--- src/rtl/md_unit_if.sv ---
// Issue/result bundle between the EX stage and the multiply/divide unit.
// The EX stage is the master; md_unit is the slave and owns HI/LO.
interface md_unit_if;
    logic        start;
    logic [2:0]  md_op;
    logic [31:0] valA;
    logic [31:0] valB;
    logic        flush;
    logic        busy;
    logic        done;
    logic [31:0] hi;
    logic [31:0] lo;

    modport master (
        output start, md_op, valA, valB, flush,
        input  busy, done, hi, lo
    );

    modport slave (
        input  start, md_op, valA, valB, flush,
        output busy, done, hi, lo
    );
endinterface

--- src/rtl/md_unit.sv ---
// Iterative 32-cycle multiply/divide unit holding the HI/LO registers.
// The multiply is radix-2 shift-add and the divide is restoring shift-subtract.
// Both run on magnitudes, and the signs are applied on the final edge.
module md_unit (
    input logic        clk,
    input logic        rst_n,
    md_unit_if.slave   bus
);
    typedef enum logic {Idle, Run} stateT;

    stateT       stateQ, stateD;
    logic        isDiv;      // latched op: divide vs multiply
    logic        negRes;     // product / quotient must be negated
    logic        negRem;     // remainder takes the dividend's sign
    logic        divZero;    // divisor was zero at issue
    logic [31:0] origA;      // raw dividend for the divide-by-zero result
    logic [31:0] opB;        // multiplicand (mult) or divisor (div) magnitude
    logic [63:0] acc;        // mult: {partial, multiplier}; div: low half = dividend/quotient
    logic [32:0] rem;
    logic [5:0]  cnt;
    logic [31:0] hiReg, loReg;
    logic        doneReg;

    logic        issue, issueMd, lastStep;
    logic        opSigned;
    logic [31:0] absA, absB;
    logic [32:0] mulSum;
    logic [63:0] mulNext, prod;
    logic [32:0] divShift;
    logic [33:0] divDiff;
    logic        divGe;
    logic [32:0] divRemNext;
    logic [31:0] divQNext, quot, remOut;
    logic [31:0] resHi, resLo;

    assign issue    = (stateQ == Idle) && bus.start && !bus.flush;
    assign issueMd  = issue && !bus.md_op[2];
    assign lastStep = (stateQ == Run) && (cnt == 6'd31);

    // Magnitudes for the issue cycle. MULT and DIV are the even opcodes.
    always_comb begin
        opSigned = !bus.md_op[0];
        absA     = (opSigned && bus.valA[31]) ? (32'd0 - bus.valA) : bus.valA;
        absB     = (opSigned && bus.valB[31]) ? (32'd0 - bus.valB) : bus.valB;
    end

    // One iteration of each algorithm, and the signed result of the final iteration.
    always_comb begin
        mulSum     = {1'b0, acc[63:32]} + (acc[0] ? {1'b0, opB} : 33'd0);
        mulNext    = {mulSum, acc[31:1]};
        divShift   = {rem[31:0], acc[31]};
        divDiff    = {1'b0, divShift} - {2'b00, opB};
        divGe      = !divDiff[33];
        divRemNext = divGe ? divDiff[32:0] : divShift;
        divQNext   = {acc[30:0], divGe};
        prod       = negRes ? (64'd0 - mulNext) : mulNext;
        quot       = negRes ? (32'd0 - divQNext) : divQNext;
        remOut     = negRem ? (32'd0 - divRemNext[31:0]) : divRemNext[31:0];
        if (!isDiv) begin
            resHi = prod[63:32];
            resLo = prod[31:0];
        end else if (divZero) begin
            resHi = origA;
            resLo = 32'hFFFF_FFFF;
        end else begin
            resHi = remOut;
            resLo = quot;
        end
    end

    // State register.
    always_ff @(posedge clk or negedge rst_n) begin
        if (!rst_n) stateQ <= Idle;
        else        stateQ <= stateD;
    end

    // Next state: flush wins over everything, and RUN ends after 32 iterations.
    always_comb begin
        stateD = stateQ;
        unique case (stateQ)
            Idle: if (issueMd) stateD = Run;
            Run:  if (bus.flush || lastStep) stateD = Idle;
            default: stateD = Idle;
        endcase
    end

    // Operand latch, iteration datapath and HI/LO writes.
    always_ff @(posedge clk or negedge rst_n) begin
        if (!rst_n) begin
            isDiv   <= 1'b0;
            negRes  <= 1'b0;
            negRem  <= 1'b0;
            divZero <= 1'b0;
            origA   <= 32'd0;
            opB     <= 32'd0;
            acc     <= 64'd0;
            rem     <= 33'd0;
            cnt     <= 6'd0;
            hiReg   <= 32'd0;
            loReg   <= 32'd0;
            doneReg <= 1'b0;
        end else begin
            doneReg <= 1'b0;
            if (issue) begin
                case (bus.md_op)
                    3'd0, 3'd1, 3'd2, 3'd3: begin
                        isDiv   <= bus.md_op[1];
                        negRes  <= opSigned && (bus.valA[31] ^ bus.valB[31]);
                        negRem  <= opSigned && bus.valA[31];
                        divZero <= (bus.valB == 32'd0);
                        origA   <= bus.valA;
                        rem     <= 33'd0;
                        cnt     <= 6'd0;
                        if (bus.md_op[1]) begin
                            opB <= absB;
                            acc <= {32'd0, absA};
                        end else begin
                            opB <= absA;
                            acc <= {32'd0, absB};
                        end
                    end
                    3'd4:    hiReg <= bus.valA;
                    3'd5:    loReg <= bus.valA;
                    default: ;
                endcase
            end else if ((stateQ == Run) && !bus.flush) begin
                acc <= isDiv ? {acc[63:32], divQNext} : mulNext;
                rem <= isDiv ? divRemNext : rem;
                cnt <= cnt + 6'd1;
                if (lastStep) begin
                    hiReg   <= resHi;
                    loReg   <= resLo;
                    doneReg <= 1'b1;
                end
            end
        end
    end

    assign bus.busy = (stateQ == Run);
    assign bus.done = doneReg;
    assign bus.hi   = hiReg;
    assign bus.lo   = loReg;
endmodule

--- src/flat_wrapper.sv ---
// flat-port wrapper written by rule: the top's interface ports become plain ports
module md_unit_flat 
  (clk, rst_n, bus_start, bus_md_op, bus_valA, bus_valB, bus_flush, bus_busy, bus_done, bus_hi, bus_lo);
  md_unit_if bus_i ();
  input logic clk;
  input logic rst_n;
  input wire logic [$bits(bus_i.start)-1:0] bus_start;
  input wire logic [$bits(bus_i.md_op)-1:0] bus_md_op;
  input wire logic [$bits(bus_i.valA)-1:0] bus_valA;
  input wire logic [$bits(bus_i.valB)-1:0] bus_valB;
  input wire logic [$bits(bus_i.flush)-1:0] bus_flush;
  output wire logic [$bits(bus_i.busy)-1:0] bus_busy;
  output wire logic [$bits(bus_i.done)-1:0] bus_done;
  output wire logic [$bits(bus_i.hi)-1:0] bus_hi;
  output wire logic [$bits(bus_i.lo)-1:0] bus_lo;
  assign bus_i.start = bus_start;
  assign bus_i.md_op = bus_md_op;
  assign bus_i.valA = bus_valA;
  assign bus_i.valB = bus_valB;
  assign bus_i.flush = bus_flush;
  assign bus_busy = bus_i.busy;
  assign bus_done = bus_i.done;
  assign bus_hi = bus_i.hi;
  assign bus_lo = bus_i.lo;
  md_unit u_core (.clk(clk), .rst_n(rst_n), .bus(bus_i));
endmodule
--- config.mk ---
export PLATFORM = sky130hd
export DESIGN_NAME = md_unit_flat
export DESIGN_NICKNAME = d
export VERILOG_FILES = /design/src/rtl/md_unit_if.sv /design/src/rtl/md_unit.sv /design/src/flat_wrapper.sv
export SDC_FILE = /design/constraint.sdc
export NUM_CORES = 1
export LEC_CHECK = 0
export BUFFER_PORTS_ARGS = -buffer_cell sky130_fd_sc_hd__buf_2
export CAP_MARGIN = 20
export CORE_ASPECT_RATIO = 1.1
export CORE_MARGIN = 5
export CORE_UTILIZATION = 40
export CTS_BUF_LIST = sky130_fd_sc_hd__clkbuf_8
export CTS_CLUSTER_SIZE = 16
export DETAILED_ROUTE_END_ITERATION = 8
export MAX_ROUTING_LAYER = met4
export PLACE_DENSITY = 0.58
export SLEW_MARGIN = 10
export SYNTH_ARGS = -nofsm -noshare
export SYNTH_HDL_FRONTEND = slang
export SYNTH_SLANG_ARGS = --single-unit
--- constraint.sdc ---
create_clock -name clk -period 8.3 [get_ports clk]
set_input_delay 0.83 -clock clk [delete_from_list [all_inputs] [get_ports clk]]
set_output_delay 0.83 -clock clk [all_outputs]
set_load 0.1 [all_outputs]
==> results.ini <==
[route]
route.vias.total = 21000
routed.top_layer = met4
viasPerCell = 6.16
dr_wl_met2_mm = 40.6
drc_violation_total_after_the_first_tritonroute_iteration = 2452
avgRoutedWirePerCell_um = 25.6
detailroute.wirelength.met3_mm = 5.63
overall_routed_net_length_mm = 87.3
drt_drc_violations_left = 0
m1WireLength_mm = 35.8
initial_drt_pass_iterations = 9
number_of_nets_still_failing_antenna_checks_after_routing = 0

[finish]
register_area_sq_um = 5910
utilization = 0.445
areaGrowthSynthToFinish_pct = 9.85
multi_input_combinational_cell_area_sq_um = 13600
layout-drive-gt1-share = 0.108
final_net_count = 2851
layout.filler_cells = 5235

[sta]
pin_slew_with_the_least_headroom_to_its_limit_ns = 1.12
final_setup_violation_count = 0
grt_setup_unrepaired = false
maxSlewHeadroom = 0.249
worst_setup_skew_after_layout_ns = 0.0297
hold_violations = 0
setup-tns-final_ns = 0
minimum_clock_period_after_layout_ns = 5.69
final-max-slew-violation-count = 0
achievable-frequency_ghz = 0.176
final_min_period_over_clock_period = 0.685

[yosys]
post_synthesis_instance_area_sq_um = 20400
synth_enable_flop_cells = 0
ys.flop_type = dfrtp_1
cell_with_the_most_instances_after_synthesis = nand2_1
seq_area_frac_synth = 0.289
synth_register_bits = 236
async_reset_ff_frac = 1.00
synth.yosys.warnings = 0
synth.area.top_cells = dfrtp_1, nand2_1, xnor2_1, o21ai_0, nor2_1
post_synth_inst_count = 2691
synth_top_cell_area_share = 0.289
synth_area_leader_cell = dfrtp_1
synth_nets = 2834
yosys.cell_types.count = 93
postSynthAreaPerCell_sq_um = 7.58
synth_common_cells = nand2_1, nor2_1, o21ai_0

[clock_network]
cts_buffers = 47
cts.reportedPaths.clkPinSlew_ns = 0.07
cts.sinks = 236
cts.hold.buffers_added = 0
tritoncts = done
clockBufferDepth = 3
clock-root-buffer = clkbuf_8
clock_h_tree_levels = 2
clk-insertion-delay-late_ns = 0.64
post_cts_setup_repair_buffer_count = 0
postCtsResizedCells = 0

[setup_path]
crit-reg2reg-launch = u_core.acc[31]$_DFFE_PN0P_
timing.critical_path.required_ns = 8.79
endpoint_kind = flip-flop
worst_setup_path_start_kind = flip-flop
timing.critical_path.from = u_core.acc[31]$_DFFE_PN0P_
critical_path_arrival_ns = 6.18
worst-setup-path-type = reg2reg
crit_fanout = 19

[placed_design]
place_congestion = 0.984
detailedPlacementHpwl_mm = 66.7
numPortBuffers = 136

[floorplanning]
fp.dieH_um = 247
coreArea_sq_um = 50400
effective_utilization_at_floorplan = 0.405
ioPinCount = 137
design.die.area_sq_um = 55600
row_count = 86
die_w_um = 225

[global_route]
grt_usage = 0.312
globalRoute.totalOverflow = 0
grt_antenna_before_repair = 1
grt_pass1_wl_mm = 129
pin_count_of_the_biggest_net_entering_global_routing = 154
first_global_vias = 20100

[job]
max_cap_viol_count = 0

[pwr]
ir_drop_mv = 0.359
p_per_area_nw_per_um2 = 321
static-leakage-power_nw = 9.40

[run_status]
run_status = complete, no violations

[min_path]
min_path_type = in2async

==> critical path, cell delays in order (launching register included) <==
cell and delay, ns:
dfrtp_1 0.57, inv_1 0.11, ha_1 0.23, nor2b_1 0.34, o2111a_1 0.32, o21ai_0 0.20, a211oi_1 0.49, o21ai_1 0.12
buf_4 0.24, nand2_2 0.16, inv_2 0.19, mux2i_1 0.31, ha_1 0.23, nand2_1 0.13, or4b_2 0.77, a221oi_1 0.28
a41oi_1 0.17, xnor2_1 0.18, a222oi_1 0.33, a31oi_1 0.13
==> layout make-up <==
| type | instances | share of cell area |
|---|---|---|
| multi-input combinational | 2198 | 0.605 |
| sequential | 236 | 0.264 |
| timing repair buffer | 163 | 0.0413 |
| tap | 660 | 0.0368 |
| clock buffer | 59 | 0.0362 |
| inverter | 62 | 0.0104 |
| clock inverter | 25 | 0.00603 |
| antenna | 1 | 0.000112 |
==> registers in the layout (all words and copies together), names as in the netlist <==
name,count
u_core.bus.lo,32
u_core.isDiv,1
u_core.bus.busy,1
u_core.negRes,1
u_core.cnt,6
u_core.origA,32
u_core.opB,32
u_core.acc,64
u_core.bus.hi,32
u_core.rem,32
u_core.bus.done,1
u_core.negRem,1
u_core.divZero,1
==> power by group <==
| part | switching, mW | internal, mW | total [mW] |
|---|---|---|---|
| Combinational | 2.90 | 1.20 | 4.10 |
| Sequential | 0.374 | 1.47 | 1.84 |
| Clock | 0.584 | 0.668 | 1.25 |
==> kinds of logic after synthesis <==
logic type,share of synthesized area
buffers and inverters,0.0490
adders and majority gates,0.0449
DFF,0.289
and+or+nand+nor,0.227
AOI/OAI and AO/OA,0.262
xor gates and xnor gates,0.0906
muxes,0.0366
==> metrics by stage <==
step                hold slack (ns)  total power, mW  instance area [sq um]  cells  setup WS (ns)
floorplan                     0.437             4.80                  20400   2691           2.86
global placement              0.451             5.86                  21400   3318           2.79
detailed placement            0.454             5.90                  21400   3318           2.74
CTS                           0.203             7.16                  22400   3402           2.70
global route                  0.203             7.58                  22400   3404           2.24
finish                        0.172             7.19                  22400   3404           2.61
==> layer usage <==
layer | GRT usage | up-vias
met2 | 0.496 | 877
met5 | - | -
met4 | 0.152 | 0
met1 | 0.391 | 10200
met3 | 0.0459 | 168
li1 | - | 9724
==> placed cells by master, fill, tap and decap left out, drive strengths merged, types with 8 or more instances in the layout <==
| master | count |
|---|---|
| clkbuf | 59 |
| nor2b | 9 |
| nand2b | 23 |
| a21oi | 200 |
| ha | 70 |
| nor2 | 288 |
| mux2i | 60 |
| and2 | 20 |
| dfrtp | 236 |
| inv | 79 |
| a21o | 25 |
| or2 | 18 |
| o21a | 10 |
| a211oi | 28 |
| a222oi | 8 |
| buf | 163 |
| nand4 | 24 |
| mux2 | 11 |
| a31oi | 64 |
| and4 | 11 |
| a221oi | 10 |
| and3 | 18 |
| nor4 | 18 |
| or4 | 16 |
| o221ai | 33 |
| o211ai | 46 |
| nor3 | 48 |
| nand3 | 34 |
| xnor2 | 146 |
| a22o | 19 |
| nand2 | 407 |
| xor2 | 65 |
| o31ai | 35 |
| o21ai | 260 |
| or3 | 36 |
==> path summary, 6_finish.rpt <==
kind	slack (ns)	to	cells past startpoint
setup / recovery	2.61	u_core.bus.hi[24]$_DFFE_PN0P_	19
hold / removal	0.17	u_core.bus.lo[19]$_DFFE_PN0P_	1
setup reg to reg	2.61	u_core.bus.hi[24]$_DFFE_PN0P_	19
hold reg to reg	0.47	u_core.origA[6]$_DFFE_PN0P_	2
max in group asynchronous	6.67	u_core.isDiv$_DFFE_PN0P_	2
min in group clk	0.47	u_core.origA[6]$_DFFE_PN0P_	2
Power figures use the tool's default switching activity.
